**config.mk**
```make
export PLATFORM = sky130hd
export DESIGN_NAME = atm_keypad_entry
export DESIGN_NICKNAME = d
export VERILOG_FILES = /design/src/rtl/atm_keypad_entry.sv
export SDC_FILE = /design/constraint.sdc
export NUM_CORES = 1
export LEC_CHECK = 0
export ABC_AREA = 1
export BUFFER_PORTS_ARGS = -buffer_cell sky130_fd_sc_hd__buf_2
export CORE_AREA = 8 8 98 100
export CTS_BUF_LIST = sky130_fd_sc_hd__clkbuf_4
export DETAILED_ROUTE_END_ITERATION = 8
export DIE_AREA = 0 0 106 108
export GPL_ROUTABILITY_DRIVEN = 1
export GPL_TIMING_DRIVEN = 0
export HOLD_SLACK_MARGIN = 0.08
export PLACE_DENSITY = 0.82
export SLEW_MARGIN = 30
export SYNTH_ARGS = -nofsm -noshare
export SYNTH_HDL_FRONTEND = slang
export SYNTH_SLANG_ARGS = --single-unit
```
**constraint.sdc**
```tcl
create_clock -name clk -period 3.59 [get_ports clk]
set_clock_uncertainty 0.05 [all_clocks]
set_input_delay 0.5385 -clock clk [delete_from_list [all_inputs] [get_ports clk]]
set_output_delay 0.5385 -clock clk [all_outputs]
set_load 0.01 [all_outputs]
```
**src/rtl/atm_keypad_entry.sv**
```systemverilog
// atm_keypad_entry: keypad front-end that turns key strobes into the PIN and
// amount operands for ATM_Top, with clear/cancel/overflow/inactivity handling.
module atm_keypad_entry #(
  parameter int password_width = 4,
  parameter int balance_width  = 20,
  parameter int max_digits     = 6,
  parameter int timeout_cycles = 32
) (
  input  logic                             clk,
  input  logic                             rst,
  input  logic                             start_pin,
  input  logic                             start_amount,
  input  logic                             key_valid,
  input  logic [3:0]                       key_code,
  output logic [password_width-1:0]        password_input,
  output logic [balance_width-1:0]         value,
  output logic                             pin_valid,
  output logic                             value_valid,
  output logic                             entry_busy,
  output logic [$clog2(max_digits+1)-1:0]  digit_count,
  output logic                             timeout,
  output logic                             overflow_err
);

  localparam int DCW = $clog2(max_digits + 1);
  localparam int TW  = $clog2(timeout_cycles + 1);
  localparam int PW  = balance_width + 4;

  typedef enum logic [1:0] {IDLE, PIN_ENTRY, AMT_ENTRY} state_t;

  state_t                    state_q, state_d;
  logic [balance_width-1:0]  acc_q, acc_d;
  logic [balance_width-1:0]  value_q, value_d;
  logic [password_width-1:0] pwd_q, pwd_d;
  logic [DCW-1:0]            dc_q, dc_d;
  logic [TW-1:0]             timer_q, timer_d;
  logic                      pin_valid_q, pin_valid_d;
  logic                      value_valid_q, value_valid_d;
  logic                      timeout_q, timeout_d;
  logic                      ovf_q, ovf_d;
  logic                      busy_q, busy_d;

  // Widened so acc*10+d never wraps; the top nibble flags an out-of-range amount.
  logic [PW-1:0] prod;
  logic          digit_ok;

  // Next-state, accumulator, timer and pulse computation.
  always_comb begin
    prod          = {4'b0000, acc_q} * PW'(10) + PW'(key_code);
    digit_ok      = (dc_q < DCW'(max_digits)) && (prod[PW-1 -: 4] == 4'b0000);
    state_d       = state_q;
    acc_d         = acc_q;
    value_d       = value_q;
    pwd_d         = pwd_q;
    dc_d          = dc_q;
    timer_d       = timer_q;
    pin_valid_d   = 1'b0;
    value_valid_d = 1'b0;
    timeout_d     = 1'b0;
    ovf_d         = 1'b0;

    if (state_q == IDLE) begin
      timer_d = '0;
      if (start_pin) begin
        state_d = PIN_ENTRY;
        acc_d   = '0;
        dc_d    = '0;
      end else if (start_amount) begin
        state_d = AMT_ENTRY;
        acc_d   = '0;
        dc_d    = '0;
      end
    end else if (key_valid) begin
      timer_d = '0;
      if (key_code <= 4'd9) begin
        if (state_q == PIN_ENTRY) begin
          acc_d = balance_width'(key_code);
          dc_d  = DCW'(1);
        end else if (digit_ok) begin
          acc_d = prod[balance_width-1:0];
          dc_d  = dc_q + DCW'(1);
        end else begin
          ovf_d = 1'b1;
        end
      end else begin
        case (key_code)
          4'hA: begin
            if (dc_q != '0) begin
              if (state_q == PIN_ENTRY) begin
                pwd_d       = password_width'(acc_q[3:0]);
                pin_valid_d = 1'b1;
              end else begin
                value_d       = acc_q;
                value_valid_d = 1'b1;
              end
              state_d = IDLE;
              acc_d   = '0;
              dc_d    = '0;
            end
          end
          4'hB: begin
            acc_d = '0;
            dc_d  = '0;
          end
          4'hC: begin
            state_d = IDLE;
            acc_d   = '0;
            dc_d    = '0;
          end
          default: ;
        endcase
      end
    end else if (timer_q == TW'(timeout_cycles - 1)) begin
      // This keyless edge is the Nth in a row: abort the entry.
      timeout_d = 1'b1;
      state_d   = IDLE;
      acc_d     = '0;
      dc_d      = '0;
      timer_d   = '0;
    end else begin
      timer_d = timer_q + TW'(1);
    end

    busy_d = (state_d != IDLE);
  end

  // State and registered outputs.
  always_ff @(posedge clk or posedge rst) begin
    if (rst) begin
      state_q       <= IDLE;
      acc_q         <= '0;
      value_q       <= '0;
      pwd_q         <= '0;
      dc_q          <= '0;
      timer_q       <= '0;
      pin_valid_q   <= 1'b0;
      value_valid_q <= 1'b0;
      timeout_q     <= 1'b0;
      ovf_q         <= 1'b0;
      busy_q        <= 1'b0;
    end else begin
      state_q       <= state_d;
      acc_q         <= acc_d;
      value_q       <= value_d;
      pwd_q         <= pwd_d;
      dc_q          <= dc_d;
      timer_q       <= timer_d;
      pin_valid_q   <= pin_valid_d;
      value_valid_q <= value_valid_d;
      timeout_q     <= timeout_d;
      ovf_q         <= ovf_d;
      busy_q        <= busy_d;
    end
  end

  assign password_input = pwd_q;
  assign value          = value_q;
  assign pin_valid      = pin_valid_q;
  assign value_valid    = value_valid_q;
  assign entry_busy     = busy_q;
  assign digit_count    = dc_q;
  assign timeout        = timeout_q;
  assign overflow_err   = ovf_q;

endmodule
```
==> out/metrics.csv, run 1 <==
metric,value,unit
cpMostUsedCell,nand2_1,
worstMarginPinSlew,0.7416,ns
stdcell_count,877,
setup_viol_count_final,0,
rsz0062_at_grt,yes,
fmax,281.6,MHz
hold_ws,0.3380,ns
cp_top_family,simple AND/OR/NAND/NOR gates,
hpwl,9.693,mm
globalRouteTotalUtil,21.45,%
worstPathArrival,3.79,ns
antenna_found_initial,0,
finalSetupTns,0,ns
drive_gt1_share,22.28,%
synth_cells,695,
fp-row-count,33,
max-slew-margin-rel,50.33,%
grt_max_degree,54,
power_density,396.5,nW/um2
nets,821,
wl,12.80,mm
numCtsBuffers,9,
path_class,reg2reg,
die-area,11450,um2
overflow,0,
path_buf_inv,1,
drt_iter0_markers,264,
ios,41,
seq_area_frac_synth,31.73,%
grt_pass1_vias,4365,
area_delta_synth_final,18.16,%
dp_slack,-0.1085,ns
peakVddDrop,0.1828,mV
initial_core_util,58.77,%
fin_crit,3.551,ns
cp_max_fo,6,
grt_pass1_wl,20.09,mm
start_kind,flop,
cts_sinks,60,
status,"finished, final reports clean",
core_area,8051,um2
clk_latency,0.40,ns
syn_nets,748,
hold_viol,0,
avgSynthCellArea,6.809,um2
path_cells,"ha_1, ha_4, fa_2, nand2_2, nor2_1, nand2_1, nand2_1, nand2_2, nor2_4, nand3_2, nor2_4, nand3_2, nor2_2, nand3_1, nand2_1, nand3_2, o21ai_4, nand2_4, clkbuf_16, nand2_2, nand2_1",
setup_ws,0.03867,ns
dr.pass1.iters,6,
synth_warnings,0,
io_buffer_count,40,
synth_area,4732,um2
gp_congestion,0.8879,
htreeDepth,3,
dp.cells,841,
drcViolationCount,0,
wl_per_cell,14.59,um
synth-seq-cells,60,
ys_types,38,
required,3.82,ns
antenna_left,0,
crit_slowest_cell,fa_2,
cts.path.max_buffers,2,
clk_pin_slew_worst_paths,0.10,ns
p_total,0.002217,W
p_leak,3.202,nW
cts_tree,yes,
timing.final.crit_share,98.92,%
crit_path_end_kind,flop,
via_count,4776,
viasPerCell,5.446,
root_buffer,clkbuf_4,
drv_cap,0,
dieWidth,106,um
fillers,662,
hold_path.class,in2reg,
die_height,108,um
drv_slew,0,
n_antenna_cell,0,
critPathMaxStageDelay,0.58,ns
-- path summary, 6_finish.rpt --
path	from	end	slack, ns	depth (start not counted)
worst max-delay path	acc_q[2]	acc_q[9]	0.04	21
worst min-delay path	start_pin	state_q[0]	0.34	3
worst max register to register	acc_q[2]	acc_q[9]	0.04	21
min in group asynchronous	rst	value_valid	0.51	3
worst min register to register	value[2]	value[2]	0.44	2
max in group asynchronous	rst	acc_q[2]	2.50	4
-- through the flow --
step | util, % | instance area [um2]
6_report | 69.45 | 5592
5_1_grt | 69.45 | 5592
4_1_cts | 65.33 | 5260
2_1_floorplan | - | 4732
3_3_place_gp | 62.89 | 5064
3_5_place_dp | 63.26 | 5094
-- flip-flops by register name (all words and copies together) (netlist names) --
register        flops
overflow_err        1
password_input      4
entry_busy          1
timeout             1
state_q             2
value              20
timer_q             6
pin_valid           1
value_valid         1
acc_q              20
digit_count         3
-- cell families (layout without fill, tap and decap cells) --
kind of cell / after synthesis / count (layout) / share of synthesized area [%]
adder cells (fa/ha/maj): 44 / 44 / 11.95
AND/OR/NAND/NOR: 423 / 423 / 39.48
flip-flops: 60 / 60 / 31.73
buffers and inverters: 106 / 183 / 9.095
AO/OA/AOI/OAI: 54 / 54 / 6.267
XOR/XNOR: 8 / 8 / 1.481
-- worst min-delay path: cells and delay by family --
kind	cells	cell delay, ns
buffers and inverters	2	0.15
AOI/OAI and AO/OA	1	0.07
-- routing by layer --
metal	track usage, %	vias up	routed length [um]
met5	0	-	0
met4	7.538	0	336
met3	2.974	30	684
met2	36.46	161	6121
met1	27.47	2224	5654
li1	-	2361	-
-- what timing repair did --
action,CTS,global route
gates resized for setup,3,55
cloned,0,2
pin swaps,3,24
hold buffers,1,0
endpoints found under the hold margin,7,0
endpoints found under the setup margin,21,24
buffers inserted,3,15
-- cell usage after synthesis, drive strengths merged --
cell	count	area, um2
nand2	275	1062
inv	95	356.6
nand3	71	425.4
dfrtp	60	1501
nor2	52	225.2
ha	42	525.5
o21ai	24	123.9
a21oi	21	105.1
nand4	9	56.30
nor3	8	45.04
buf	7	58.80
xor2	5	43.79
clkbuf	4	15.01
a31oi	3	18.77
xnor2	3	26.28
a2bb2oi	2	17.52
and2	2	12.52
fa	2	40.04
nor3b	2	15.01
nor4	2	12.51
a211oi	1	7.510
a21boi	1	7.510
a32oi	1	8.760
nand3b	1	7.510
o21bai	1	7.510
or2	1	6.260
-- power breakdown --
group | internal (W) | total, W | switching [W]
Clock | 0.000203 | 0.000443 | 0.000241
Combinational | 0.000364 | 0.000946 | 0.000583
Sequential | 0.000742 | 0.000827 | 0.0000853
-- area by class of cell --
type	count	area [um2]	share of cell area, %
sequential	60	1503	26.87
clock buffer	9	67.56	1.208
tap	105	131.4	2.350
multi-input combinational	529	2975	53.21
inverter	95	359.1	6.422
timing repair buffer	62	409.1	7.317
clock inverter	6	56.30	1.007
buffer	11	90.09	1.611
-- cell usage in the layout, fill, tap and decap left out, drive strengths merged, types with 2 or more instances in the layout --
cell / count
clkbuf: 14
a21oi: 21
inv: 95
nor3b: 2
nor4: 2
nand2: 275
xor2: 5
ha: 42
a2bb2oi: 2
o21ai: 24
xnor2: 3
and2: 2
nor2: 52
a31oi: 3
nand4: 9
clkinv: 4
dfrtp: 60
buf: 67
fa: 2
nand3: 71
nor3: 8
Note: power is estimated with default switching activity, not from simulation.
==> run 2, diff against run 1 <==
--- a/config.mk
+++ b/config.mk
@@ -5,12 +5,11 @@
 export SDC_FILE = /design/constraint.sdc
 export NUM_CORES = 1
 export LEC_CHECK = 0
-export ABC_AREA = 1
 export BUFFER_PORTS_ARGS = -buffer_cell sky130_fd_sc_hd__buf_2
-export CORE_AREA = 8 8 98 100
+export CORE_AREA = 8 8 92 94
 export CTS_BUF_LIST = sky130_fd_sc_hd__clkbuf_4
 export DETAILED_ROUTE_END_ITERATION = 8
-export DIE_AREA = 0 0 106 108
+export DIE_AREA = 0 0 100 102
 export GPL_ROUTABILITY_DRIVEN = 1
 export GPL_TIMING_DRIVEN = 0
 export HOLD_SLACK_MARGIN = 0.08
==> out/metrics.csv, run 2 <==
metric,value,unit,change
status,finished with violations,,"was finished, final reports clean"
violations,negative setup slack,,
hpwl,7.361,mm,was 9.693 mm
drcViolationCount,0,,unchanged
htreeDepth,3,,unchanged
seq_area_frac_synth,36.92,%,was 31.73%
drive_gt1_share,32.63,%,was 22.28%
p_comb_share,60.6,%,was 42.7%
cp_max_fo,10,,was 6
fin_crit,3.979,ns,was 3.551 ns
switchingPower,0.001753,W,was 0.0009091 W
setup_viol_count_final,24,,was 0
n_antenna_cell,0,,unchanged
die-area,10200,um2,was 11450 um2
grt_pass1_wl,18.61,mm,was 20.09 mm
layout_common_cells,"81 x nand2_1, 50 x dfrtp_1, 42 x buf_2",,"was 231 x nand2_1, 85 x inv_1, 59 x dfrtp_1"
ys_types,65,,was 38
p_leak,2.542,nW,was 3.202 nW
max-slew-margin-rel,62.84,%,was 50.33%
met3_usage,4.632,%,was 2.974%
start_kind,flop,,unchanged
setup_ws,-0.3887,ns,was 0.03867 ns
grt_use_met2,39.35,%,was 36.46%
timing.final.crit_share,110.8,%,was 98.92%
wl_per_cell,19.37,um,was 14.59 um
required,3.90,ns,was 3.82 ns
synth_area,4066,um2,was 4732 um2
dp_slack,-0.7293,ns,was -0.1085 ns
path_buf_inv,3,,was 1
globalRouteTotalUtil,23.18,%,was 21.45%
cp_top_family,compound AO/OA/AOI/OAI gates,,was simple AND/OR/NAND/NOR gates
p_total,0.003881,W,was 0.002217 W
dieWidth,100,um,was 106 um
initial_core_util,57.60,%,was 58.77%
cts_tree,yes,,unchanged
cts_sinks,60,,unchanged
die_height,102,um,was 108 um
avgSynthCellArea,9.305,um2,was 6.809 um2
viasPerCell,6.159,,was 5.446
rsz0062_at_grt,yes,,unchanged
path_class,reg2reg,,unchanged
grt_max_degree,52,,was 54
crit_slowest_cell,dfrtp_2,,was fa_2
fmax,251.3,MHz,was 281.6 MHz
grt_busiest_layer,met2,,unchanged
worstMarginPinSlew,0.5573,ns,was 0.7416 ns
numCtsBuffers,9,,unchanged
drv_cap,0,,unchanged
netlist.area_leader.share,36.92,%,was 31.73%
area_delta_synth_final,28.83,%,was 18.16%
seqPwrFrac,26.8,%,was 37.3%
hold_viol,0,,unchanged
antenna_found_initial,0,,unchanged
drt_iter0_markers,313,,was 264
antenna_left,0,,unchanged
synth-edff-count,0,,unchanged
cts.path.max_buffers,2,,unchanged
ios,41,,unchanged
yosysMostFrequentCell,nand2_1,,unchanged
final_common_cell,nand2_1,,unchanged
synth-async-reset-ratio,100.0,%,unchanged
path_cells,"ha_1, ha_1, buf_6, and3_1, a221oi_2, o31ai_4, nor4b_4, o2111ai_2, a2111oi_4, mux2i_2, nor2_4, buf_12, o21bai_4, buf_6, a32o_2",,"was ha_1, ha_4, fa_2, nand2_2, nor2_1, nand2_1, nand2_1, nand2_2, nor2_4, nand3_2, nor2_4, nand3_2, nor2_2, nand3_1, nand2_1, nand3_2, o21ai_4, nand2_4, clkbuf_16, nand2_2, nand2_1"
internal-power,0.002127,W,was 0.001308 W
hold_path.class,in2reg,,unchanged
swShare,45.18,%,was 41.00%
crit_path_end_kind,flop,,unchanged
io_buffer_count,40,,unchanged
root_buffer,clkbuf_4,,unchanged
overflow,0,,unchanged
synth_common_cells,"81 x nand2_1, 60 x dfrtp_1, 42 x ha_1",,"was 263 x nand2_1, 86 x inv_1, 60 x dfrtp_1"
synth_warnings,0,,unchanged
wl,12.07,mm,was 12.80 mm
peakVddDrop,0.3141,mV,was 0.1828 mV
grt_pass1_vias,3786,,was 4365
via_count,3837,,was 4776
fillers,465,,was 662
syn_nets,490,,was 748
synth_cells,437,,was 695
nets,573,,was 821
core_area,7059,um2,was 8051 um2
power_density,740.8,nW/um2,was 396.5 nW/um2
dr.pass1.iters,5,,was 6
fp-row-count,31,,was 33
netlist_top_cells_area,"dfrtp_1 37%, ha_1 13%, nand2_1 7.5%",,"was dfrtp_1 32%, nand2_1 21%, ha_1 11%"
critPathMaxStageDelay,0.46,ns,was 0.58 ns
final_util,74.21,%,was 69.45%
worstPathArrival,4.29,ns,was 3.79 ns
synth-seq-cells,60,,unchanged
clk_latency,0.43,ns,was 0.40 ns
synth_top_cell_by_area,dfrtp_1,,unchanged
clkPwrFrac,12.5,%,was 20.0%
clk_pin_slew_worst_paths,0.12,ns,was 0.10 ns
gp_congestion,0.9191,,was 0.8879
synth_ff_type,dfrtp_1,,unchanged
drv_slew,0,,unchanged
gr-usage-met1,27.41,%,was 27.47%
## run 2: timing repair
item,4_1_cts,5_1_grt
buffers inserted,19,12
setup endpoints to repair,24,24
hold buffers,1,0
pin swaps,13,17
gates resized for setup,47,43
endpoints found under the hold margin,9,0
cloned,2,0
## run 2: metal layers
metal / vias to the layer above / part of all wire, % / wire [um]
li1: 1743 / - / -
met1: 1881 / 41 / 4891
met2: 174 / 50 / 6064
met3: 39 / 6.0 / 729
met4: 0 / 3.2 / 381
met5: - / 0 / 0
## run 2: cells by family (layout without fill, tap and decap cells)
kind of cell    Yosys count  in the layout  synth area share (%)
buf+inv                  33            120                 3.385
fa+ha+maj                44             44                 13.91
xor+xnor                 31             31                 6.862
flops                    60             60                 36.92
simple gates            158            158                 18.55
compound gates          102            102                 17.91
mux                       9              9                 2.461
## run 2: cell type report
| cell class | count | area, um2 | area share [%] |
|---|---|---|---|
| Timing Repair Buffer | 75 | 524.3 | 10.01 |
| Inverter | 20 | 77.57 | 1.481 |
| Buffer | 10 | 70.07 | 1.337 |
| Clock inverter | 5 | 53.80 | 1.027 |
| Clock buffer | 10 | 75.07 | 1.433 |
| Sequential cell | 60 | 1514 | 28.90 |
| Tap cell | 99 | 123.9 | 2.364 |
| Multi-Input combinational cell | 344 | 2800 | 53.45 |
## run 2: through the flow
step / instance area [um2] / instances / hold WS (ns) / setup TNS [ns]
after floorplan: 4085 / 437 / 0.3829 / -2.186
after global placement: 4409 / 576 / 0.4024 / -12.98
after detailed placement: 4439 / 577 / 0.4008 / -12.92
after CTS: 4981 / 613 / 0.2699 / -5.880
after global routing: 5239 / 623 / 0.2651 / -10.65
final: 5239 / 623 / 0.2622 / -7.943
## run 2: power by group through the flow
stage / Combinational (W) / Clock [W] / Sequential, W
2_1_floorplan: 0.00117 / 0 / 0.000996
3_3_place_gp: 0.00149 / 0 / 0.00102
3_5_place_dp: 0.00156 / 0 / 0.00102
4_1_cts: 0.00199 / 0.000466 / 0.00101
5_1_grt: 0.00251 / 0.000517 / 0.00106
6_report: 0.00235 / 0.000487 / 0.00104
## run 2: final timing paths
| path | from | endpoint | slack, ns | cells past startpoint |
|---|---|---|---|---|
| max | acc_q[12] | acc_q[7] | -0.39 | 15 |
| min | start_pin | state_q[1] | 0.26 | 2 |
| max reg2reg | acc_q[12] | acc_q[7] | -0.39 | 15 |
| min reg2reg | value[3] | value[3] | 0.43 | 2 |
| max in group asynchronous | rst | acc_q[2] | 2.48 | 4 |
| min in group asynchronous | rst | value[14] | 0.51 | 3 |
==> run 3, diff against run 2 <==
--- a/config.mk
+++ b/config.mk
@@ -13,7 +13,7 @@
 export GPL_ROUTABILITY_DRIVEN = 1
 export GPL_TIMING_DRIVEN = 0
 export HOLD_SLACK_MARGIN = 0.08
-export PLACE_DENSITY = 0.82
+export PLACE_DENSITY = 0.89
 export SLEW_MARGIN = 30
 export SYNTH_ARGS = -nofsm -noshare
 export SYNTH_HDL_FRONTEND = slang
==> out/metrics.csv, run 3 (same netlist as run 2, synthesis figures left out) <==
metric,value,unit,change
setup_viol_count_final,23,,was 24
dieWidth,100,um,unchanged
drv_cap,0,,unchanged
grt_max_degree,42,,was 52
power_density,771.6,nW/um2,was 740.8 nW/um2
die_height,102,um,unchanged
p_total,0.004071,W,was 0.003881 W
clk_latency,0.42,ns,was 0.43 ns
hold_path.class,in2reg,,unchanged
required,3.88,ns,was 3.90 ns
numCtsBuffers,9,,unchanged
cp_max_fo,8,,was 10
hold_viol,0,,unchanged
swShare,46.49,%,was 45.18%
cts_tree,yes,,unchanged
seqPwrFrac,26.1,%,was 26.8%
antenna_found_initial,0,,unchanged
via_count,4148,,was 3837
n_antenna_cell,0,,unchanged
peakVddDrop,0.3824,mV,was 0.3141 mV
crit_path_end_kind,flop,,unchanged
ios,41,,unchanged
htreeDepth,3,,unchanged
area_delta_synth_final,29.75,%,was 28.83%
fp-row-count,31,,unchanged
p_comb_share,61.7,%,was 60.6%
internal-power,0.002179,W,was 0.002127 W
worstPathArrival,4.32,ns,was 4.29 ns
stdcell_count,619,,was 623
die-area,10200,um2,unchanged
cts_sinks,60,,unchanged
final_util,74.74,%,was 74.21%
root_buffer,clkbuf_4,,unchanged
grt_pass1_vias,3866,,was 3786
start_kind,flop,,unchanged
initial_core_util,57.60,%,unchanged
drt_iter0_markers,538,,was 313
timing.final.crit_share,112.4,%,was 110.8%
globalRouteTotalUtil,22.37,%,was 23.18%
clk_pin_slew_worst_paths,0.12,ns,about the same
core_area,7059,um2,unchanged
antenna_left,0,,unchanged
hpwl,7.511,mm,was 7.361 mm
fillers,408,,was 465
drv_slew,0,,unchanged
viasPerCell,6.701,,was 6.159
worstMarginPinSlew,0.5866,ns,was 0.5573 ns
switchingPower,0.001893,W,was 0.001753 W
finalSetupTns,-8.605,ns,was -7.943 ns
path_class,reg2reg,,unchanged
drcViolationCount,0,,unchanged
fin_crit,4.035,ns,was 3.979 ns
grt_pass1_wl,18.42,mm,was 18.61 mm
hold_ws,0.2995,ns,was 0.2622 ns
wl_per_cell,22.01,um,was 19.37 um
p_leak,2.526,nW,was 2.542 nW
wl,13.63,mm,was 12.07 mm
max-slew-margin-rel,60.76,%,was 62.84%
status,finished with violations,,unchanged
final_common_cell,nand2_1,,unchanged
layout_common_cells,"81 x nand2_1, 52 x dfrtp_1, 40 x buf_2",,"was 81 x nand2_1, 50 x dfrtp_1, 42 x buf_2"
nets,568,,was 573
cts.path.max_buffers,2,,unchanged
setup_ws,-0.4452,ns,was -0.3887 ns
clkPwrFrac,12.1,%,was 12.5%
rsz0062_at_grt,yes,,unchanged
violations,negative setup slack,,unchanged
fmax,247.8,MHz,was 251.3 MHz
gp_congestion,0.9303,,was 0.9191
dr.pass1.iters,6,,was 5
io_buffer_count,40,,unchanged
overflow,0,,unchanged
drive_gt1_share,32.31,%,was 32.63%
dp.cells,577,,unchanged
==> run 3: timing repair <==
action / 4_1_cts / 5_1_grt
setup buffers: 20 / 5
cloned: 1 / 1
hold endpoints to repair: 19 / 0
gates resized for setup: 34 / 68
hold buffers: 1 / 0
setup endpoints to repair: 24 / 24
pin swaps: 19 / 20
==> run 3: metal layers <==
metal  part of all wire (%)  track usage (%)  vias to the layer above
li1                       -                -                     1735
met1                     36            25.93                     1967
met2                     48            38.64                      342
met3                    9.7            4.564                      104
met4                    5.9            11.05                        0
met5                      0                0                        -
==> run 3: area by class of cell <==
class                   count  area, um2  area share, %
plain buffers              11      90.09          1.707
repair buffers             69      455.4          8.632
clock buffers              11      82.58          1.565
clock inverters             5      52.55         0.9960
well taps                  99      123.9          2.348
inverters                  20      77.57          1.470
multi-input cells         344       2883          54.64
flip-flops and latches     60       1511          28.65
==> run 3: final timing paths <==
| check | from | end | slack [ns] | cells after the start |
|---|---|---|---|---|
| worst min-delay path | start_pin | state_q[1] | 0.30 | 2 |
| worst max-delay path | acc_q[8] | acc_q[18] | -0.45 | 14 |
| min in group asynchronous | rst | timer_q[3] | 0.55 | 3 |
| worst max register to register | acc_q[8] | acc_q[18] | -0.45 | 14 |
| max in group asynchronous | rst | acc_q[7] | 2.41 | 4 |
| worst min register to register | value[13] | value[13] | 0.43 | 2 |
==> run 3: power by group through the flow <==
stage | logic, W | clock network, W | registers, W
floorplan | 0.00117 | 0 | 0.000996
global placement | 0.00147 | 0 | 0.00101
detailed placement | 0.00158 | 0 | 0.00102
CTS | 0.00190 | 0.000486 | 0.00100
global route | 0.00264 | 0.000519 | 0.00108
finish | 0.00251 | 0.000495 | 0.00106
==> run 3: critical path, cell delays in order, from the launching register on <==
cell	delay (ns)
dfrtp_1	0.48
ha_1	0.38
ha_4	0.34
o211ai_1	0.09
and2_1	0.25
o31a_1	0.35
xnor2_2	0.23
o2111ai_2	0.22
a2111oi_2	0.44
mux2i_1	0.35
nor2_4	0.09
buf_6	0.13
o21bai_4	0.23
buf_6	0.19
o2bb2ai_2	0.12
==> run 3: stage by stage <==
step,instance area [um2],setup WS [ns]
finish,5276,-0.4452
global route,5276,-0.5246
CTS,4873,-0.3019
detailed placement,4432,-0.7054
global placement,4409,-0.6478
floorplan,4085,-0.1812
